[src/rtl/writeback_module.sv]
// writeback_module: final pipeline stage (data-memory access plus register writeback).
// Non-memory results are written back one cycle after capture. Loads and stores run a
// req/ack transaction while stall_out freezes the upstream stages.
// Build option: define WB_SUBWORD_EN to enable half/byte accesses with sign/zero extension.
// Without it every access is a full word and only word alignment is checked.
module writeback_module #(
    parameter int BUNDLE_W = 7,
    parameter int ADDR_W   = 32
) (
    input  logic                clk,
    input  logic                reset,
    input  logic                valid_in,
    input  logic [BUNDLE_W-1:0] bundle_in,
    input  logic [31:0]         alu_result_in,
    input  logic [31:0]         store_data_in,
    input  logic [31:0]         pc_seq_2_in,
    input  logic [4:0]          reg_write_dest_in,
    output logic                stall_out,
    output logic                mem_req_out,
    output logic                mem_we_out,
    output logic [ADDR_W-1:0]   mem_addr_out,
    output logic [31:0]         mem_wdata_out,
    output logic [3:0]          mem_be_out,
    input  logic                mem_ack_in,
    input  logic [31:0]         mem_rdata_in,
    output logic                reg_write_en_out,
    output logic [4:0]          reg_write_dest_out,
    output logic [31:0]         reg_write_data_out,
    output logic                misalign_out
);

    localparam logic [1:0] SZ_WORD = 2'b00;
    localparam logic [1:0] SZ_HALF = 2'b01;
    localparam logic [1:0] SZ_BYTE = 2'b10;

    typedef enum logic [0:0] {IDLE = 1'b0, MEM = 1'b1} state_t;

    state_t      state;
    state_t      state_next;

    logic        is_load;
    logic        is_mem;
    logic        capture;
    logic        misaligned;
    logic        mem_go;
    logic        ack_take;
    logic [1:0]  lane;
    logic [1:0]  size;
    logic        load_unsigned;

    // load context held across the memory transaction
    logic        wen_p1;
    logic        load_p1;
    logic [4:0]  dest_p1;
    logic [1:0]  size_p1;
    logic [1:0]  lane_p1;
    logic        uns_p1;

    // Size 11 falls into the default (word) branch of every helper below.
    function automatic logic is_misaligned(input logic [1:0] sz, input logic [1:0] ln);
        case (sz)
            SZ_HALF: is_misaligned = ln[0];
            SZ_BYTE: is_misaligned = 1'b0;
            default: is_misaligned = |ln;
        endcase
    endfunction

    function automatic logic [3:0] lane_be(input logic [1:0] sz, input logic [1:0] ln);
        case (sz)
            SZ_HALF: lane_be = ln[1] ? 4'b1100 : 4'b0011;
            SZ_BYTE: lane_be = 4'b0001 << ln;
            default: lane_be = 4'b1111;
        endcase
    endfunction

    function automatic logic [31:0] lane_wdata(input logic [1:0] sz, input logic [31:0] sd);
        case (sz)
            SZ_HALF: lane_wdata = {2{sd[15:0]}};
            SZ_BYTE: lane_wdata = {4{sd[7:0]}};
            default: lane_wdata = sd;
        endcase
    endfunction

    function automatic logic [31:0] load_extract(input logic [1:0] sz, input logic [1:0] ln,
                                                 input logic uns, input logic [31:0] rdata);
        logic signed [15:0] half_s;
        logic signed [7:0]  byte_s;
        logic signed [31:0] ext;
        half_s = ln[1] ? rdata[31:16] : rdata[15:0];
        byte_s = rdata[{ln, 3'b000} +: 8];
        case (sz)
            SZ_HALF: begin
                ext = 32'(half_s);
                if (uns) ext[31:16] = '0;
            end
            SZ_BYTE: begin
                ext = 32'(byte_s);
                if (uns) ext[31:8] = '0;
            end
            default: ext = rdata;
        endcase
        load_extract = ext;
    endfunction

    // mem_write wins if both memory bits are set, so a load is read-only.
    assign is_load = bundle_in[1] & ~bundle_in[2];
    assign is_mem  = bundle_in[1] | bundle_in[2];
    assign lane    = alu_result_in[1:0];

`ifdef WB_SUBWORD_EN
    assign size          = bundle_in[5:4];
    assign load_unsigned = bundle_in[6];
`else
    // Size and signedness bits are don't-care when only word accesses exist.
    logic unused_subword_bits;
    assign unused_subword_bits = ^bundle_in[6:4];
    assign size          = SZ_WORD;
    assign load_unsigned = 1'b0;
`endif

    assign capture    = (state == IDLE) && valid_in;
    assign misaligned = is_misaligned(size, lane);
    assign mem_go     = capture && is_mem && !misaligned;
    assign ack_take   = (state == MEM) && mem_ack_in;

    // state register
    always_ff @(posedge clk) begin
        if (reset) state <= IDLE;
        else       state <= state_next;
    end

    // next state: enter MEM on an aligned memory op, leave on ack
    always_comb begin
        state_next = state;
        case (state)
            IDLE:    if (mem_go) state_next = MEM;
            MEM:     if (mem_ack_in) state_next = IDLE;
            default: state_next = IDLE;
        endcase
    end

    // request and stall are high for exactly the cycles spent in MEM
    always_comb begin
        mem_req_out = (state == MEM);
        stall_out   = (state == MEM);
    end

    // transaction fields, frozen for the whole outstanding request
    always_ff @(posedge clk) begin
        if (reset) begin
            mem_we_out    <= 1'b0;
            mem_addr_out  <= '0;
            mem_wdata_out <= '0;
            mem_be_out    <= '0;
        end else if (mem_go) begin
            mem_we_out    <= bundle_in[2];
            mem_addr_out  <= {alu_result_in[ADDR_W-1:2], 2'b00};
            mem_wdata_out <= lane_wdata(size, store_data_in);
            mem_be_out    <= lane_be(size, lane);
        end
    end

    // ---- stage p1: capture load context for use when the ack arrives ----
    always_ff @(posedge clk) begin
        if (capture) begin
            wen_p1  <= bundle_in[0] && (reg_write_dest_in != 5'd0);
            load_p1 <= is_load;
            dest_p1 <= reg_write_dest_in;
            size_p1 <= size;
            lane_p1 <= lane;
            uns_p1  <= load_unsigned;
        end
    end

    // ---- writeback outputs: strobe and misalign are single-cycle pulses ----
    always_ff @(posedge clk) begin
        if (reset) begin
            reg_write_en_out   <= 1'b0;
            reg_write_dest_out <= '0;
            reg_write_data_out <= '0;
            misalign_out       <= 1'b0;
        end else begin
            reg_write_en_out <= 1'b0;
            misalign_out     <= 1'b0;
            if (capture && !is_mem) begin
                reg_write_en_out   <= bundle_in[0] && (reg_write_dest_in != 5'd0);
                reg_write_dest_out <= reg_write_dest_in;
                reg_write_data_out <= bundle_in[3] ? pc_seq_2_in : alu_result_in;
            end else if (capture && misaligned) begin
                misalign_out <= 1'b1;
            end else if (ack_take && load_p1) begin
                reg_write_en_out   <= wen_p1;
                reg_write_dest_out <= dest_p1;
                reg_write_data_out <= load_extract(size_p1, lane_p1, uns_p1, mem_rdata_in);
            end
        end
    end

endmodule
[config.mk]
export PLATFORM = sky130hd
export DESIGN_NAME = writeback_module
export DESIGN_NICKNAME = d
export VERILOG_FILES = /design/src/rtl/writeback_module.sv
export SDC_FILE = /design/constraint.sdc
export NUM_CORES = 1
export LEC_CHECK = 0
export ABC_AREA = 1
export CORE_ASPECT_RATIO = 1.5
export CORE_MARGIN = 2
export CORE_UTILIZATION = 39
export CTS_BUF_LIST = sky130_fd_sc_hd__clkbuf_8
export DETAILED_ROUTE_END_ITERATION = 12
export PLACE_DENSITY_LB_ADDON = 0.25
export SLEW_MARGIN = 40
export SYNTH_ARGS = -nofsm -noshare
export SYNTH_HDL_FRONTEND = slang
export SYNTH_SLANG_ARGS = --single-unit
[constraint.sdc]
create_clock -name clk -period 1.1 [get_ports clk]
set_input_delay 0.22 -clock clk [delete_from_list [all_inputs] [get_ports clk]]
set_output_delay 0.22 -clock clk [all_outputs]
set_load 0.01 [all_outputs]
---- Yosys cells after proc, flatten, opt, wreduce, memory -nomap -nowiden ----
Cells that the tools add are included.
storage, ports and cells
  register bits ........................... 111
  input port bits ......................... 144
  output and inout port bits .............. 110
  word-level logic and storage cells ...... 46
operators by class
  eq/ne operators ......................... 1
  multiplexer cells ....................... 14
  bitwise operators ....................... 4
  reduce and logical (&&, ||, !) cells .... 15
operators with widths
  cell                number
  $mux 32             4
  $mux 5              3
  $logic_and 1x1->1   8
  $mux 1              6
  $reduce_bool 5->1   1
  $reduce_or 2->1     2
  $logic_not 1->1     2
  $ne 2x2->1 const B  1
  $not 1->1           2
  $pmux 1 s2          1
  $reduce_and 2->1    1
  $reduce_bool 2->1   1
  $and 1x1->1         1
  $or 1x1->1          1

---- Logic depth before layout (Yosys ltp) ----
Gate-level depths: netlist of the first run.
  word-level depth ........................ 6
  mapped depth ............................ 8
  gate-level depth less buffers ........... 6

---- Least setup slack after synthesis of the first run ----
No wires, ideal clock.
  path type ............................... register to register
  start point ............................. register state, in the netlist mem_req_out
  end point ............................... register mem_addr_out[10]
  library setup time ...................... 0.132 ns
  data arrival time ....................... 1.067 ns
  data required time ...................... 0.968 ns
  slack ................................... -0.099 ns
  cell stages (with the launch flop) ...... 7
  buffers on the path ..................... 2
  period minus slack after synthesis ...... 1.199 ns
  cells stage by stage .................... dfxtp_1 -> nor2_2 -> nand3_1 -> buf_4 -> buf_2 -> nand2_1 -> a21oi_1
on the way
  longest elaborated chain between the ends .. 4
RTL lines
  element                         line  RTL
  start: declaration              38    state_t state;
  start signal: assignment        129   else state <= state_next;
  $not 1->1                       121   assign capture = (state == IDLE) && valid_in;
  $logic_and 1x1->1               121
  $logic_and 1x1->1 (2 in a row)  123   assign mem_go = capture && is_mem && !misaligned;
  end signal: assignment          157   mem_addr_out <= {alu_result_in[ADDR_W-1:2], 2'b00};
  end: declaration                21    output logic [ADDR_W-1:0] mem_addr_out,
Every way passes these cells.
A chain may end at the register's enable or synchronous reset.

---- Worst setup path in the final report of the first run ----
  start point ............................. input port valid_in
  end point ............................... register reg_write_data_out[20]
on the way
  longest elaborated chain between the ends .. 4
  elaborated cells between the ends (all ways) .. 7
  classes of those cells .................. eq/ne: 1; mux: 1; reduce/logical: 5
RTL lines
  element                                                           line      RTL
  start: declaration                                                12        input logic valid_in,
  $logic_and 1x1->1 *                                               121
  $logic_and 1x1->1 (on tied branches)                              185, 189
  $ne 2x2->1 (no line) / $reduce_bool 2->1 (equally long branches)  n/a
  $reduce_and 2->1 (no line)                                        n/a
  end signal: assignment                                            188       reg_write_data_out <= bundle_in[3] ? pc_seq_2_in : alu_result_in;
  end signal: assignment                                            194       reg_write_data_out <= load_extract(size_p1, lane_p1, uns_p1, mem_rdata_in);
  end: declaration                                                  28        output logic [31:0] reg_write_data_out,
Mark *: on every way between the ends. The rest lies on a longest branch, timed or not.

==> impl_metrics.env, run 1 <==
export IMPL_n_fill_cell=1244
export IMPL_fp_row_count=53
export IMPL_grt_pass1_wl_mm=28.2
export IMPL_hold_violations=0
export IMPL_viasPerCell=4.91
export IMPL_path_class="input pin to flip-flop"
export IMPL_clk_pin_slew_ns=0.11
export IMPL_final_antenna_net_count=0
export IMPL_min_period_ns=1.31
export IMPL_seqCellArea_mm2=0.00242
export IMPL_synth_warnings=0
export IMPL_startpoint="valid_in"
export IMPL_place_area_mm2=0.00840
export IMPL_fmax_mhz=762
export IMPL_syn_area_mm2=0.00553
export IMPL_n_antenna_cell=0
export IMPL_final_common_cell="nand2_1"
export IMPL_drive_gt1_share_pct=30.2
export IMPL_clockRootBuffer="clkbuf_8"
export IMPL_hold_path_depth=3
export IMPL_path_max_fanout=12
export IMPL_clk_latency_ns=0.38
export IMPL_min_path_type="input pin to flip-flop"
export IMPL_io_pins=254
export IMPL_grt_pass1_vias=5581
export IMPL_critPathLaunchType="input pin"
export IMPL_grt_use_total_pct=23.3
export IMPL_ys_seq_area_share_pct=41.4
export IMPL_violations="setup timing"
export IMPL_start_util_pct=39.7
export IMPL_dp_cells=1221
export IMPL_status="complete, but fails checks"
export IMPL_setup_slack_ns=-0.212
export IMPL_finalInstanceArea_mm2=0.00908
export IMPL_nets=1237
export IMPL_powerDensity_mw_per_mm2=983
export IMPL_finalSetupViolCount=116
export IMPL_dp_hpwl_mm=13.0
export IMPL_cap_violations=0
export IMPL_cts_tree="built"
export IMPL_rr_endpoint="reg_write_data_out[20]$_SDFFE_PP0P_"
export IMPL_grt_max_degree=37
export IMPL_firstDrtPassIters=6
export IMPL_r2r_slack_ns=-0.21
export IMPL_grt_overflow_total=0
export IMPL_ys_types=26
export IMPL_synth_avg_cell_area_um2=6.78
export IMPL_vdd_drop_max_mv=0.660
export IMPL_required_ns=1.41
export IMPL_synthCells=816
export IMPL_antenna_found_initial=0
export IMPL_cts_made_buffers=9
export IMPL_dieHeight_um=150
export IMPL_drtIter0Drc=234
export IMPL_finClkSkew_ns=0.0145
export IMPL_gp_congestion=0.875
export IMPL_mostFrequentLayoutCells="230 x nand2_1, 134 x clkdlybuf4s50_1, 108 x inv_1, 96 x a21oi_1, 95 x dfxtp_2"
export IMPL_rsz0062_at_grt="true"
export IMPL_multi_input_area_mm2=0.00253
export IMPL_wl_mm=19.4
export IMPL_layout_cells_non_filler=1263
export IMPL_area_growth_syn_to_layout_pct=64.1
export IMPL_routedWlPerCell_um=15.4
export IMPL_numPortBuffers=248
export IMPL_clock_sinks=111
export IMPL_htreeDepth=3
export IMPL_endpoint="reg_write_data_out[20]$_SDFFE_PP0P_"
export IMPL_synth_ff_latch_count=111
export IMPL_reg2reg_depth=7
export IMPL_drcViolationCount=0
export IMPL_die_x_um=101
export IMPL_cp_end_kind="flip-flop"
export IMPL_via_count=6201
export IMPL_p_leak_nw=4.44
export IMPL_coreArea_mm2=0.0139
export IMPL_fin_util_pct=65.2
export IMPL_worst_hold_slack_ns=0.252
export IMPL_dieArea_mm2=0.0152
export IMPL_clockBufferDepth=2
export IMPL_r2r_start="mem_req_out$_SDFF_PP0_"
export IMPL_arrival_ns=1.62
export IMPL_hold_buffers=0
export IMPL_drv_slew=0
export IMPL_post_route_period_util_pct=119
## routing by layer
metal / vias up / GRT usage (%) / share of wire (%)
met5: - / 0 / 0
met4: 0 / 6.89 / 2.0
met3: 28 / 4.34 / 7.2
met2: 240 / 41.1 / 52
met1: 2800 / 28.6 / 39
li1: 3133 / - / -
## layout make-up
type,instances,area share [%]
Multi-Input combinational cell,527,27.8
Tap cell,165,2.27
Timing Repair Buffer,334,36.6
Clock inverter,6,0.620
Sequential cell,111,26.6
Inverter,110,4.55
Clock buffer,10,1.52
## per-stage QoR
stage          TNS, ns  total power, W  setup WS, ns
2_1_floorplan   -0.102         0.00528      -0.00352
3_3_place_gp    -57.45         0.00641        -0.577
3_5_place_dp    -58.07         0.00643        -0.566
4_1_cts         -12.42         0.00874        -0.142
5_1_grt         -19.78         0.00936        -0.285
6_report        -13.08         0.00893        -0.212
## cell families (layout without fill, tap and decap cells)
logic type | Yosys count | after routing | share of synthesized area (%)
AO/OA/AOI/OAI | 107 | 107 | 9.68
buffers and inverters | 180 | 460 | 14.8
flip-flops | 111 | 111 | 41.4
AND/OR/NAND/NOR | 417 | 418 | 34.0
other | 1 | 2 | 0.0678
## report_power, final
| part | internal [W] | switching (W) |
|---|---|---|
| Sequential | 0.00425 | 0.0000989 |
| Combinational | 0.00119 | 0.000982 |
| Clock | 0.000923 | 0.00148 |
## synthesized netlist by cell type
| master | n | area share (%) |
|---|---|---|
| nand2_1 | 237 | 16 |
| dfxtp_1 | 104 | 38 |
| inv_1 | 108 | 7.3 |
| nor4_1 | 1 | 0.11 |
| o21ai_1 | 1 | 0.090 |
| clkinv_1 | 1 | 0.068 |
| clkbuf_1 | 13 | 0.88 |
| nand2_2 | 1 | 0.11 |
| buf_6 | 6 | 1.2 |
| nor3_1 | 1 | 0.090 |
| buf_2 | 38 | 3.4 |
| conb_1 | 1 | 0.068 |
| nor2_1 | 70 | 4.8 |
| buf_4 | 13 | 1.8 |
| nor2_4 | 1 | 0.20 |
| nand3_1 | 4 | 0.36 |
| and3_1 | 2 | 0.23 |
| o21ai_0 | 5 | 0.45 |
| inv_2 | 1 | 0.068 |
| nand3b_1 | 32 | 4.3 |
| nor2_2 | 1 | 0.11 |
| edfxtp_1 | 7 | 3.8 |
| nand3_2 | 1 | 0.18 |
| or2_2 | 1 | 0.11 |
| a21oi_1 | 101 | 9.1 |
| nand4_1 | 65 | 7.4 |
## critical path, stage by stage
cell	delay [ns]
clkdlybuf4s50_1	0.49
inv_1	0.07
nor2_4	0.10
buf_12	0.15
nand2_8	0.08
buf_6	0.17
nand3b_1	0.10
nand2_1	0.08
a21oi_1	0.14
## worst min path at each step
stage / end / from / slack, ns
after detailed placement: mem_wdata_out[8]$_SDFFE_PP0P_ / mem_wdata_out[8]$_SDFFE_PP0P_ / 0.45
final: mem_we_out$_SDFFE_PP0P_ / bundle_in[2] / 0.25
after CTS: reg_write_dest_out[1]$_SDFFE_PP0P_ / reset / 0.25
after global routing: mem_req_out$_SDFF_PP0_ / reset / 0.26
after global placement: mem_wdata_out[20]$_SDFFE_PP0P_ / mem_wdata_out[20]$_SDFFE_PP0P_ / 0.45
after floorplan: dest_p1[0]$_DFFE_PP_ / reg_write_dest_in[0] / 0.32
## flip-flops by register name, summed over array words and instances, names as in the netlist
name	flops
mem_wdata_out	32
reg_write_data_out	32
mem_addr_out	30
dest_p1	5
reg_write_dest_out	5
load_p1	1
mem_be_out	1
mem_req_out	1
mem_we_out	1
misalign_out	1
reg_write_en_out	1
wen_p1	1
## what timing repair did
action	4_1_cts	5_1_grt
pin swaps	0	7
gates resized for setup	532	115
buffers inserted	5	11
gates cloned	0	10
setup endpoints to repair	218	181
No activity file was read; power rests on OpenSTA's default activity.
==> run 2, diff against run 1 <==
CELL_PAD_IN_SITES_DETAIL_PLACEMENT = 1   (was default)
CELL_PAD_IN_SITES_GLOBAL_PLACEMENT = 1   (was default)
CORE_UTILIZATION = 29   (was 39)
clock period = 1.25 ns   (was 1.1 ns; I/O delays follow)
==> impl_metrics.env, run 2 (synthesized netlist as in run 1, its figures left out) <==
export IMPL_min_period_ns=1.30
export IMPL_start_util_pct=29.7
export IMPL_reg_top3="mem_wdata_out: 32 flops, reg_write_data_out: 32 flops, mem_addr_out: 30 flops"
export IMPL_dp_hpwl_mm=15.4
export IMPL_rsz0062_at_grt="true"
export IMPL_dieArea_mm2=0.0202
export IMPL_grt_pass1_wl_mm=34.9
export IMPL_firstDrtPassIters=4
export IMPL_path_cells="buf_6 -> nand3_4 -> clkbuf_16 -> nand3b_1 -> nand2_1 -> a21oi_1"
export IMPL_met3_usage_pct=3.86
export IMPL_drtIter0Drc=265
export IMPL_drcViolationCount=0
export IMPL_critPathLaunchType="flip-flop"
export IMPL_routedWlPerCell_um=17.9
export IMPL_fp_row_count=61
export IMPL_place_area_mm2=0.00838
export IMPL_via_count=6366
export IMPL_status="complete, but fails checks"
export IMPL_arrival_ns=1.62
export IMPL_reg2reg_depth=6
export IMPL_nets=1232
export IMPL_antenna_found_initial=1
export IMPL_min_path_type="input pin to flip-flop"
export IMPL_mostFrequentLayoutCells="204 x nand2_1, 136 x clkdlybuf4s50_1, 106 x inv_1, 87 x a21oi_1, 72 x dfxtp_2"
export IMPL_hold_path_depth=3
export IMPL_htreeDepth=3
export IMPL_grt_pass1_vias=6538
export IMPL_io_pins=254
export IMPL_final_common_cell="nand2_1"
export IMPL_slowest_stage="dfxtp_4"
export IMPL_violations="setup timing"
export IMPL_coreArea_mm2=0.0186
export IMPL_path_class="flip-flop to flip-flop"
export IMPL_hp_start="bundle_in[2]"
export IMPL_hold_violations=0
export IMPL_cts_tree="built"
export IMPL_grt_overflow_total=0
export IMPL_cts_made_buffers=9
export IMPL_clock_sinks=111
export IMPL_required_ns=1.57
export IMPL_p_leak_nw=4.35
export IMPL_path_max_fanout=11
export IMPL_finalSetupViolCount=39
export IMPL_grt_use_total_pct=22.0
export IMPL_setup_slack_ns=-0.0474
export IMPL_clk_pin_slew_ns=0.12
export IMPL_cpPeakStageDelay_ns=0.42
export IMPL_rr_endpoint="reg_write_data_out[20]$_SDFFE_PP0P_"
export IMPL_numPortBuffers=248
export IMPL_vdd_drop_max_mv=0.457
export IMPL_post_route_period_util_pct=104
export IMPL_fmax_mhz=771
export IMPL_holdPathEnd="misalign_out$_SDFF_PP0_"
export IMPL_finalInstanceArea_mm2=0.00921
export IMPL_area_growth_syn_to_layout_pct=66.5
export IMPL_dp_cells=1293
export IMPL_finClkSkew_ns=0.00863
export IMPL_cp_end_kind="flip-flop"
export IMPL_top_usage_layer="met2"
export IMPL_gp_congestion=0.809
export IMPL_powerDensity_mw_per_mm2=900
export IMPL_design_power_total_w=0.00828
export IMPL_grt_max_degree=70
export IMPL_drv_slew=0
export IMPL_clockRootBuffer="clkbuf_8"
export IMPL_clockBufferDepth=2
export IMPL_clk_latency_ns=0.39
export IMPL_dieHeight_um=173
export IMPL_layout_cells_non_filler=1346
export IMPL_viasPerCell=4.73
export IMPL_wl_mm=24.1
export IMPL_drive_gt1_share_pct=31.0
export IMPL_r2r_slack_ns=-0.05
export IMPL_r2r_start="mem_req_out$_SDFF_PP0_"
export IMPL_met2_usage_pct=38.7
export IMPL_cap_violations=0
export IMPL_grt_met1_usage_pct=25.9
export IMPL_final_antenna_net_count=0
export IMPL_die_x_um=117
[run 2: per-stage QoR]
step                      worst slack (ns)  setup TNS, ns  utilization [%]  hold WS [ns]
after floorplan                     0.0511              0                -         0.349
after global placement              -0.432         -43.64             45.0         0.446
after detailed placement            -0.521         -46.21             45.0         0.453
after CTS                          -0.0507         -0.978             48.1         0.367
after global routing                -0.104          -5.41             49.4         0.349
final                              -0.0474         -0.921             49.4         0.323
[run 2: cell type report]
class / count / area (µm²)
Timing Repair Buffer: 329 / 3210
Tap cell: 252 / 315
Antenna cell: 1 / 2.50
Sequential cell: 111 / 2390
Multi-Input combinational cell: 527 / 2660
Inverter: 110 / 415
Clock buffer: 10 / 138
Clock inverter: 6 / 86.3
Fill cell: 2321 / 9410
[run 2: report_power, final]
part	total [W]	switching (W)	leakage [nW]	internal [W]
Clock	0.00251	0.00147	0.114	0.00104
Sequential	0.00381	0.0000776	0.950	0.00374
Combinational	0.00196	0.000954	3.29	0.00101
[run 2: worst max-delay path, delay by kind of cell, from the launching register on]
family / cells / cell delay [ns]
AO/OA/AOI/OAI: 1 / 0.11
buffers and inverters: 2 / 0.37
flip-flops: 1 / 0.42
AND/OR/NAND/NOR: 3 / 0.32
[run 2: repair_timing]
item,4_1_cts,5_1_grt
resized for setup,413,148
pin swaps,3,23
endpoints found under the hold margin,0,0
setup buffers,8,17
gates cloned,4,10
endpoints found under the setup margin,216,175
hold buffers,0,0
[run 2: per-layer routing]
layer / part of all wire, % / up-vias
met5: 0 / -
met4: 3.7 / 0
met3: 5.1 / 45
met2: 52 / 186
met1: 40 / 3011
li1: - / 3124
[run 2: worst max path at each step]
stage | from | to | slack (ns)
floorplan | mem_req_out$_SDFF_PP0_ | mem_addr_out[10]$_SDFFE_PP0P_ | 0.05
global placement | valid_in | mem_wdata_out[28]$_SDFFE_PP0P_ | -0.43
detailed placement | valid_in | mem_addr_out[7]$_SDFFE_PP0P_ | -0.52
CTS | mem_req_out$_SDFF_PP0_ | reg_write_data_out[17]$_SDFFE_PP0P_ | -0.05
global route | mem_req_out$_SDFF_PP0_ | reg_write_data_out[20]$_SDFFE_PP0P_ | -0.10
finish | mem_req_out$_SDFF_PP0_ | reg_write_data_out[20]$_SDFFE_PP0P_ | -0.05
